`config.mk`:
```
export PLATFORM = sky130hd
export DESIGN_NAME = stack_unit_flat
export DESIGN_NICKNAME = d
export VERILOG_FILES = /design/src/rtl/stack_if.sv /design/src/rtl/stack_unit.sv /design/src/flat_wrapper.sv
export SDC_FILE = /design/constraint.sdc
export NUM_CORES = 1
export LEC_CHECK = 0
export ABC_AREA = 1
export CAP_MARGIN = 20
export CELL_PAD_IN_SITES_DETAIL_PLACEMENT = 1
export CELL_PAD_IN_SITES_GLOBAL_PLACEMENT = 2
export CORE_MARGIN = 10
export CORE_UTILIZATION = 40
export CTS_CLUSTER_SIZE = 30
export DETAILED_ROUTE_END_ITERATION = 10
export PLACE_DENSITY = 0.83
export SYNTH_ARGS = -nofsm -noshare
export SYNTH_HDL_FRONTEND = slang
export SYNTH_SLANG_ARGS = --single-unit
export TNS_END_PERCENT = 1
```
`constraint.sdc`:
```
create_clock -name clk -period 8.2 [get_ports clk]
set_input_delay 2.46 -clock clk [delete_from_list [all_inputs] [get_ports clk]]
set_output_delay 2.46 -clock clk [all_outputs]
set_load 0.02 [all_outputs]
```
`src/rtl/stack_if.sv`:
```
// stack_if: push/pop request and status bundle for stack_unit; STACK_NOS_EN adds nos.
interface stack_if #(
    parameter int WIDTH = 8,
    parameter int DEPTH = 16
);
    logic push;
    logic pop;
    logic clear_err;
    logic [WIDTH-1:0] din;
    logic [WIDTH-1:0] tos;
    logic [$clog2(DEPTH):0] count;
    logic empty;
    logic full;
    logic overflow;
    logic underflow;
`ifdef STACK_NOS_EN
    logic [WIDTH-1:0] nos;
`endif
    modport master (
`ifdef STACK_NOS_EN
        input nos,
`endif
        output push, pop, din, clear_err,
        input tos, count, empty, full, overflow, underflow
    );
    modport slave (
`ifdef STACK_NOS_EN
        output nos,
`endif
        input push, pop, din, clear_err,
        output tos, count, empty, full, overflow, underflow
    );
endinterface

```
`src/rtl/stack_unit.sv`:
```
// stack_unit: single-cycle push/pop/replace stack with sticky error flags.
// Optional STACK_NOS_EN adds a registered next-on-stack output (bus.nos).
module stack_unit #(
    parameter int WIDTH = 8,
    parameter int DEPTH = 16
) (
    input logic clk,
    input logic reset,
    stack_if.slave bus
);
    localparam int AW = $clog2(DEPTH);
    localparam int CW = AW + 1;
    logic [WIDTH-1:0] mem [DEPTH];
    logic [CW-1:0] count, count_nxt;
    logic [AW-1:0] ptr;
    logic [WIDTH-1:0] tos;
    logic empty, full, overflow, underflow;
    logic wr_push, rd_pop, rep, ovf_evt, udf_evt;
    // push+pop on an empty stack degrades to a plain push
    always_comb begin
        ptr       = count[AW-1:0];
        wr_push   = bus.push && (!bus.pop || empty) && !full;
        ovf_evt   = bus.push && !bus.pop && full;
        rep       = bus.push && bus.pop && !empty;
        rd_pop    = bus.pop && !bus.push && !empty;
        udf_evt   = bus.pop && !bus.push && empty;
        count_nxt = count + CW'(wr_push) - CW'(rd_pop);
    end
    always_ff @(posedge clk) begin
        if (wr_push)
            mem[ptr] <= bus.din;
        else if (rep)
            mem[ptr - AW'(1)] <= bus.din;
    end
    always_ff @(posedge clk) begin
        if (reset) begin
            count     <= '0;
            tos       <= '0;
            empty     <= 1'b1;
            full      <= 1'b0;
            overflow  <= 1'b0;
            underflow <= 1'b0;
        end else begin
            count     <= count_nxt;
            empty     <= count_nxt == '0;
            full      <= count_nxt == CW'(DEPTH);
            overflow  <= (overflow && !bus.clear_err) || ovf_evt;
            underflow <= (underflow && !bus.clear_err) || udf_evt;
            if (wr_push || rep)
                tos <= bus.din;
            else if (rd_pop)
                tos <= count > CW'(1) ? mem[ptr - AW'(2)] : '0;
        end
    end
`ifdef STACK_NOS_EN
    logic [WIDTH-1:0] nos;
    always_ff @(posedge clk) begin
        if (reset)
            nos <= '0;
        else if (wr_push)
            nos <= tos;
        else if (rd_pop)
            nos <= count > CW'(2) ? mem[ptr - AW'(3)] : '0;
    end
    assign bus.nos = nos;
`endif
    assign bus.tos       = tos;
    assign bus.count     = count;
    assign bus.empty     = empty;
    assign bus.full      = full;
    assign bus.overflow  = overflow;
    assign bus.underflow = underflow;
endmodule
```
`src/flat_wrapper.sv`:
```
// flat-port wrapper written by rule: the top's interface ports become plain ports
module stack_unit_flat 
#(
    parameter int WIDTH = 8,
    parameter int DEPTH = 16
)
  (clk, reset, bus_push, bus_pop, bus_din, bus_clear_err, bus_tos, bus_count, bus_empty, bus_full, bus_overflow, bus_underflow);
  stack_if #(.WIDTH(WIDTH), .DEPTH(DEPTH)) bus_i ();
  input logic clk;
  input logic reset;
  input wire logic [$bits(bus_i.push)-1:0] bus_push;
  input wire logic [$bits(bus_i.pop)-1:0] bus_pop;
  input wire logic [$bits(bus_i.din)-1:0] bus_din;
  input wire logic [$bits(bus_i.clear_err)-1:0] bus_clear_err;
  output wire logic [$bits(bus_i.tos)-1:0] bus_tos;
  output wire logic [$bits(bus_i.count)-1:0] bus_count;
  output wire logic [$bits(bus_i.empty)-1:0] bus_empty;
  output wire logic [$bits(bus_i.full)-1:0] bus_full;
  output wire logic [$bits(bus_i.overflow)-1:0] bus_overflow;
  output wire logic [$bits(bus_i.underflow)-1:0] bus_underflow;
  assign bus_i.push = bus_push;
  assign bus_i.pop = bus_pop;
  assign bus_i.din = bus_din;
  assign bus_i.clear_err = bus_clear_err;
  assign bus_tos = bus_i.tos;
  assign bus_count = bus_i.count;
  assign bus_empty = bus_i.empty;
  assign bus_full = bus_i.full;
  assign bus_overflow = bus_i.overflow;
  assign bus_underflow = bus_i.underflow;
  stack_unit #(.WIDTH(WIDTH), .DEPTH(DEPTH)) u_core (.clk(clk), .reset(reset), .bus(bus_i));
endmodule
```
==> metrics.yaml, run 1 <==
hpwlAfterDp_um: 10420
setup_viol_count_final: 0
vias: 4262
area_delta_synth_final_pct: 14.60
grt_first_pass_wirelength_um: 25830
start_kind: "input pin"
post-route-period-util_pct: 58.35
cts_buffer_depth: 2
netlist_area_sq_um: 6292
synth_edf_count: 128
gp_congestion: 0.7524
overflow: 0
avgSynthCellArea_sq_um: 10.87
grt_pass1_vias: 4559
antenna-diode-count: 0
r2r_slack_ns: 5.10
slew-limit-headroom_pct: 42.44
synth-seq-area-share_pct: 66.49
clkTransAtPathRegs_ns: 0.06
final_max_slew_viol_count: 0
htree_levels: 4
min_period_ns: 4.784
tns_ns: 0
power.total_mw: 2.383
die_h_um: 145.4
final_cell_mix: "nand2_1 (161), nand3_1 (133), edfxtp_1 (128), inv_1 (42), clkdlybuf4s50_1 (29)"
maxCapViolCount: 0
slowest_delay_ns: 0.61
postCtsSetupRepairBufs: 0
row_count: 45
grt_usage_pct: 15.86
skew_ns: 0.004900
swShare_pct: 36.25
status: "complete, no violations"
p_int_mw: 1.519
cts_root_buf: "clkbuf_16"
critPathBufInv: 5
cp_max_fo: 9
wl_um: 16480
drtPass1Iterations: 5
synth_ff_type: "edfxtp_1"
min_path_type: "flop to flop"
wl_per_cell_um: 19.91
critPathCaptureType: "flop"
crit_chain: "clkdlybuf4s50_1, inv_1, nand2_4, inv_2, ha_1, inv_1, ha_1, inv_1, fa_1, nor2_1, nor2_1, o21bai_1, xor2_1, nor2_1, a21oi_1"
grt_max_degree: 68
worst_pin_slew_ns: 0.8603
netSwitchingPower_mw: 0.8638
fillers: 1674
postPlaceCellArea_sq_um: 6720
port_buffers: 29
postSynth.asyncResetShare_pct: 0
p_leak_nw: 2.714
crit_type: "input pin to flop"
cp.arrival_ns: 5.14
critPathTopFamily: "buffers and inverters"
synth_nets: 604
cts.sinks: 145
ant_nets: 0
ys_ff_latch: 145
crit_slowest_cell: "clkdlybuf4s50_1"
clk_latency_ns: 0.42
ios: 30
dp_slack_ns: 2.991
rsz0062_at_grt: "false"
p_per_area_nw_per_um2: 330.5
max_freq_mhz: 209.0
start_util_pct: 41.09
setup_ws_ns: 3.416
viasPerCell: 5.147
multi_input_area_sq_um: 1774
ys_types: 27
dieArea_sq_um: 21150
combPwrFrac_pct: 33.0
drt_iter0_markers: 285
ys_warn_count: 0
drive_above_1_share_pct: 6.969
syn_inst: 579
drc: 0
required_ns: 8.55
core_region_area_sq_um: 15310
stdcell_area_sq_um: 7211
power.share.clock_pct: 27.5
hold_viol: 0
timing.hold.ws_ns: 0.4685
antenna_found_initial: 0
seq_area_sq_um: 4185
holdBufCountCts: 0
irDropWorstVdd_mv: 0.1443
nNetsFinal: 629
p_seq_share_pct: 39.4
cts_tree: "yes"
cts_buffers: 17
post_cts_resized: 0
die_w_um: 145.4
mostFrequentLayoutCell: "nand2_1"
per-stage QoR:
step,cells,util [%]
floorplan,579,-
global placement,796,43.88
detailed placement,796,43.88
CTS,828,47.08
global route,828,47.08
finish,828,47.08
final timing paths:
check,startpoint,endpoint,cells past startpoint
worst max-delay path,bus_push,u_core.bus.empty,15
worst min register to register,u_core.bus.overflow,u_core.bus.overflow,2
worst min-delay path,u_core.bus.overflow,u_core.bus.overflow,2
worst max register to register,u_core.bus.count[1],u_core.mem[0][0],9
cells by family (layout without fill, tap and decap cells):
| family | after synthesis | count (layout) | synth area share (%) |
|---|---|---|---|
| DFF | 145 | 145 | 66.49 |
| buffers and inverters | 73 | 111 | 5.309 |
| and+or+nand+nor | 326 | 326 | 22.75 |
| xor gates and xnor gates | 7 | 7 | 1.452 |
| adders and majority gates | 12 | 12 | 2.505 |
| AOI/OAI and AO/OA | 16 | 16 | 1.491 |
final cells by class:
cell class,count,share of cell area (%)
Multi-Input combinational cell,361,24.61
Clock inverter,9,0.5900
Timing Repair Buffer,34,4.546
Sequential cell,145,58.04
Tap cell,211,3.661
Clock buffer,23,6.212
Inverter,45,2.343
layer usage:
| metal | up-vias | global-route usage (%) | share of wire (%) |
|---|---|---|---|
| li1 | 2021 | - | - |
| met1 | 2132 | 19.69 | 45 |
| met2 | 85 | 26.35 | 50 |
| met3 | 24 | 3.229 | 3.6 |
| met4 | 0 | 6.623 | 2.0 |
| met5 | - | 0 | 0 |
registers in the layout, indices dropped and copies added (netlist names):
signal	flops
u_core.bus.empty	1
u_core.mem	128
u_core.bus.count	5
u_core.bus.overflow	1
u_core.bus.underflow	1
u_core.bus.tos	8
u_core.bus.full	1
worst register-to-register path: stages (launching register included):
cell and delay [ns]:
dfxtp_1 0.33, buf_4 0.41, inv_1 0.38, ha_1 0.30
nand2_1 0.09, nand2_1 0.08, nor2_2 0.14, xor2_2 0.23
nand2_1 0.14, nor2_1 0.64
Yosys cell counts (all sizes together), types with 2 or more instances:
library cell | count | area [sq um]
nor2 | 27 | 122.6
ha | 11 | 137.6
nor3 | 2 | 10.01
inv | 45 | 168.9
clkbuf | 2 | 7.510
nand2 | 163 | 626.9
o21ai | 3 | 26.27
buf | 26 | 157.7
xor2 | 6 | 75.08
nand3 | 133 | 665.6
edfxtp | 128 | 3844
dfxtp | 17 | 340.3
a21oi | 12 | 60.06
power by group through the flow:
stage / sequential [mW] / combinational, mW / clock, mW
2_1_floorplan: 0.974 / 0.505 / 0
3_3_place_gp: 0.951 / 0.767 / 0
3_5_place_dp: 0.956 / 0.789 / 0
4_1_cts: 0.941 / 0.797 / 0.668
5_1_grt: 0.948 / 0.876 / 0.703
6_report: 0.940 / 0.787 / 0.656
No activity file was read; power rests on OpenSTA's default activity.
==> run 2: changes to the inputs <==
--- a/config.mk
+++ b/config.mk
@@ -10,10 +10,10 @@
 export CELL_PAD_IN_SITES_DETAIL_PLACEMENT = 1
 export CELL_PAD_IN_SITES_GLOBAL_PLACEMENT = 2
 export CORE_MARGIN = 10
-export CORE_UTILIZATION = 40
+export CORE_UTILIZATION = 36
 export CTS_CLUSTER_SIZE = 30
 export DETAILED_ROUTE_END_ITERATION = 10
-export PLACE_DENSITY = 0.83
+export PLACE_DENSITY = 0.79
 export SYNTH_ARGS = -nofsm -noshare
 export SYNTH_HDL_FRONTEND = slang
 export SYNTH_SLANG_ARGS = --single-unit
==> constraint.sdc (replaced) <==
create_clock -name clk -period 3.9 [get_ports clk]
set_input_delay 1.17 -clock clk [delete_from_list [all_inputs] [get_ports clk]]
set_output_delay 1.17 -clock clk [all_outputs]
set_load 0.02 [all_outputs]
==> run 2 against run 1 <==
Non-clock buffer count rose by 17. Global-route usage fell by 1.5 points. Critical path depth rose by 1. Design area rose by 3.3%. Clock power rose by 150%. Routed wire length fell by 0.10%. Register-to-register slack got worse by 3.7 ns. Core utilization fell by 3.9 points. Sequential share of layout area fell by 1.9 points. Power rose by 120%. Sequential power rose by 110%. Critical endpoint unchanged. Largest power group unchanged. Highest routed layer unchanged.
==> metrics.yaml, run 2 (same netlist as run 1, synthesis figures left out) <==
status: "complete, no violations"
grt_max_degree: 66
drc: 0
combPwrFrac_pct: 31.8
seq_area_sq_um: 4185
p_seq_share_pct: 37.6
setup_viol_count_final: 0
nNetsFinal: 646
timing.hold.ws_ns: 0.4882
skew_ns: 0.01448
worst_pin_slew_ns: 0.8298
cts_buffers: 17
start_util_pct: 36.51
die_w_um: 152.2
cts.sinks: 145
die_h_um: 152.2
rsz0062_at_grt: "false"
p_int_mw: 3.365
clkTransAtPathRegs_ns: 0.06
cts_buffer_depth: 2
multi_input_area_sq_um: 1774
final_max_slew_viol_count: 0
postCtsSetupRepairBufs: 0
setup_ws_ns: 0.4994
maxCapViolCount: 0
hold_viol: 0
row_count: 48
p_leak_nw: 2.830
hpwlAfterDp_um: 10670
viasPerCell: 5.015
min_period_ns: 3.401
antenna_found_initial: 0
met2_usage_pct: 24.79
wl_um: 16470
grt_usage_pct: 14.36
cp.arrival_ns: 3.76
grtUsageMet1_pct: 17.33
max_flop_register: "u_core.mem"
grt_pass1_vias: 4596
area_delta_synth_final_pct: 18.39
port_buffers: 29
cts_tree: "yes"
top_regs: "u_core.mem x128, u_core.bus.tos x8, u_core.bus.count x5"
swShare_pct: 35.94
power.total_mw: 5.253
ant_nets: 0
start_kind: "input pin"
largest_reg_flops: 128
dp.cells: 827
gr-usage-met3_pct: 2.681
critPathCaptureType: "flop"
dp_slack_ns: 0.07493
dieArea_sq_um: 23170
core_region_area_sq_um: 17240
fillers: 1851
max_freq_mhz: 294.1
cts_root_buf: "clkbuf_16"
htree_levels: 4
slew-limit-headroom_pct: 44.50
drtPass1Iterations: 4
drt_iter0_markers: 270
instances_no_fill: 859
netSwitchingPower_mw: 1.888
final_cell_mix: "nand2_1 (161), nand3_1 (133), edfxtp_1 (128), inv_1 (42), clkdlybuf4s50_1 (29)"
ios: 30
overflow: 0
gp_congestion: 0.7746
post_cts_resized: 0
drive_above_1_share_pct: 10.41
clk_latency_ns: 0.43
cp_max_fo: 9
min_path_type: "flop to flop"
antenna-diode-count: 0
power.share.clock_pct: 30.6
mostFrequentLayoutCell: "nand2_1"
required_ns: 4.26
irDropWorstVdd_mv: 0.3186
wl_per_cell_um: 19.17
busiest_layer: "met2"
grt_first_pass_wirelength_um: 25900
post-route-period-util_pct: 87.20
vias: 4308
holdBufCountCts: 0
tns_ns: 0
p_per_area_nw_per_um2: 705.2
crit_type: "input pin to flop"
[run 2: final cells by class]
| type | instances | area share, % |
|---|---|---|
| tap | 225 | 3.779 |
| sequential | 145 | 56.18 |
| clock inverter | 15 | 2.133 |
| multi-input combinational | 361 | 23.82 |
| clock buffer | 17 | 5.710 |
| timing repair buffer | 51 | 6.114 |
| inverter | 45 | 2.267 |
[run 2: final timing paths]
| check | from | endpoint | slack [ns] | depth (start not counted) |
|---|---|---|---|---|
| max | bus_pop | u_core.bus.empty | 0.50 | 16 |
| min | u_core.bus.underflow | u_core.bus.underflow | 0.49 | 2 |
| max reg2reg | u_core.bus.empty | u_core.bus.empty | 1.35 | 14 |
| min reg2reg | u_core.bus.underflow | u_core.bus.underflow | 0.49 | 2 |
[run 2: power by group through the flow]
| stage | logic [mW] | registers, mW | clock network [mW] |
|---|---|---|---|
| after floorplan | 1.06 | 2.05 | 0 |
| after global placement | 1.64 | 2.00 | 0 |
| after detailed placement | 1.68 | 2.01 | 0 |
| after CTS | 1.70 | 1.98 | 1.63 |
| after global routing | 1.87 | 1.99 | 1.70 |
| final | 1.67 | 1.98 | 1.61 |
[run 2: worst max-delay path: stages]
cell and delay (ns):
clkdlybuf4s50_1 0.50, inv_2 0.08, nor2_8 0.14, nand2_4 0.11, inv_2 0.07, ha_1 0.21, inv_1 0.06, ha_1 0.16
inv_1 0.06, fa_1 0.43, nor2_1 0.11, nor2_1 0.05, o21bai_1 0.14, xor2_1 0.22, nor2_1 0.09, a21oi_1 0.16
[run 2: stage by stage]
stage | utilization [%] | cell area (sq um)
6_report | 43.22 | 7450
5_1_grt | 43.22 | 7450
4_1_cts | 43.22 | 7450
3_5_place_dp | 39.83 | 6865
3_3_place_gp | 39.83 | 6865
2_1_floorplan | - | 6292
[run 2: layer usage]
layer	routed length (um)	up-vias
met5	0	-
met4	364	0
met3	528	28
met2	8272	71
met1	7302	2149
li1	-	2060
==> run 3: changes to the inputs <==
--- a/config.mk
+++ b/config.mk
@@ -11,9 +11,11 @@
 export CELL_PAD_IN_SITES_GLOBAL_PLACEMENT = 2
 export CORE_MARGIN = 10
 export CORE_UTILIZATION = 36
-export CTS_CLUSTER_SIZE = 30
+export CTS_CLUSTER_SIZE = 14
 export DETAILED_ROUTE_END_ITERATION = 10
 export PLACE_DENSITY = 0.79
+export RECOVER_POWER = 100
+export SKIP_LAST_GASP = 1
 export SYNTH_ARGS = -nofsm -noshare
 export SYNTH_HDL_FRONTEND = slang
 export SYNTH_SLANG_ARGS = --single-unit
==> run 3 against run 2 <==
First-iteration DRC count increased by 4.8%. Sequential share of layout area is 0.085 points higher. Clock skew grew 0.0055 ns. Worst hold slack got worse by 0.0036 ns. Sequential power hardly changed. Die area did not move. Power down 0.55%. Largest power group unchanged. Highest routed layer unchanged. Core utilization down 0.065 points.
==> metrics.yaml, run 3 (same netlist as run 1, synthesis figures left out) <==
status: "complete, no violations"
max_flop_register: "u_core.mem"
slowest_delay_ns: 0.56
critPathCaptureType: "flop"
worst_pin_slew_ns: 0.8527
core_region_area_sq_um: 17240
antenna_found_initial: 0
power.total_mw: 5.224
p_per_area_nw_per_um2: 702.3
crit_chain: "dlygate4sd3_1, inv_1, nor2_8, nand2_4, inv_1, ha_1, inv_1, ha_1, inv_1, fa_1, nor2_1, nor2_1, o21bai_1, xor2_1, nor2_1, a21oi_1"
area_delta_synth_final_pct: 18.21
dieArea_sq_um: 23170
ant_nets: 0
die_w_um: 152.2
min_path_type: "flop to flop"
antenna-diode-count: 0
grt_max_degree: 66
postPlaceCellArea_sq_um: 6865
final_max_slew_viol_count: 0
start_kind: "input pin"
max_freq_mhz: 285.3
stdcell_area_sq_um: 7438
rsz0062_at_grt: "false"
top_regs: "u_core.mem x128, u_core.bus.tos x8, u_core.bus.count x5"
die_h_um: 152.2
clk_latency_ns: 0.43
cts_tree: "yes"
row_count: 48
overflow: 0
mostFrequentLayoutCell: "nand2_1"
skew_ns: 0.01998
hold_viol: 0
crit_type: "input pin to flop"
largest_reg_flops: 128
hold_path_depth: 2
hpwlAfterDp_um: 10670
maxCapViolCount: 0
critPathMostFrequentCell: "inv_1"
clkTransAtPathRegs_ns: 0.06
ff2ff_path_depth: 14
cp.arrival_ns: 3.87
grt_pass1_vias: 4596
wl_per_cell_um: 19.17
cts_buffers: 17
setup_viol_count_final: 0
final_cell_mix: "nand2_1 (161), nand3_1 (133), edfxtp_1 (128), inv_1 (44), dlygate4sd3_1 (27)"
dp.cells: 827
crit_slowest_cell: "dlygate4sd3_1"
cp_max_fo: 9
ios: 30
grt_first_pass_wirelength_um: 25900
cts_buffer_depth: 2
htree_levels: 4
holdBufCountCts: 0
slew-limit-headroom_pct: 42.55
wl_um: 16470
min_period_ns: 3.505
drtPass1Iterations: 4
gp_congestion: 0.7746
port_buffers: 29
p_leak_nw: 2.875
tns_ns: 0
cts.sinks: 145
post-route-period-util_pct: 89.87
drt_iter0_markers: 283
drive_above_1_share_pct: 9.937
required_ns: 4.26
nNetsFinal: 646
start_util_pct: 36.51
irDropWorstVdd_mv: 0.3152
viasPerCell: 5.017
cts_root_buf: "clkbuf_16"
postCtsSetupRepairBufs: 0
instances_no_fill: 859
grt_usage_pct: 14.36
post_cts_resized: 0
vias: 4310
drc: 0
-- run 3: cell types whose count changed in the layout (fill, tap and decap cells not counted), sizes merged --
cell,before,now
clkdlybuf4s50,29,2
dlygate4sd3,0,27
-- run 3: report_power, final --
part | leakage [nW] | internal, mW | switching, mW | total, mW
clock network | 0.272 | 0.945 | 0.664 | 1.61
logic | 1.31 | 0.504 | 1.14 | 1.64
registers | 1.30 | 1.89 | 0.0794 | 1.97
-- run 3: critical path, delay by kind of cell --
family                     cells  cell delay, ns
xor gates and xnor gates       1            0.22
and+or+nand+nor                5            0.41
buffers and inverters          5            0.92
AOI/OAI and AO/OA              2            0.29
adders and majority gates      3            0.85
-- run 3: path summary, 6_finish.rpt --
| kind | start | to | slack [ns] |
|---|---|---|---|
| min | u_core.bus.underflow | u_core.bus.underflow | 0.48 |
| max | bus_pop | u_core.bus.empty | 0.39 |
| max reg2reg | u_core.bus.empty | u_core.bus.empty | 1.36 |
| min reg2reg | u_core.bus.underflow | u_core.bus.underflow | 0.48 |
-- run 3: area by class of cell --
cell class,count,area (sq um)
fill,1853,9798
tap,225,281.5
timing repair buffer,51,455.4
clock buffer,17,425.4
multi-input combinational,361,1763
sequential,145,4185
clock inverter,15,158.9
inverter,45,168.9
-- run 3: metal layers --
layer	share of wire [%]	vias up	global-route usage, %
met5	0	-	0
met4	2.1	0	5.456
met3	2.8	25	2.681
met2	51	60	24.79
met1	44	2169	17.33
li1	-	2056	-
-- run 3: per-stage QoR --
| stage | setup slack (ns) | hold WS [ns] | util [%] |
|---|---|---|---|
| CTS | 0.5047 | 0.4867 | 43.22 |
| global route | 0.1624 | 0.5088 | 43.15 |
| floorplan | 0.8613 | 0.5401 | - |
| global placement | 0.2041 | 0.4538 | 39.83 |
| finish | 0.3949 | 0.4846 | 43.15 |
| detailed placement | 0.07493 | 0.4746 | 39.83 |
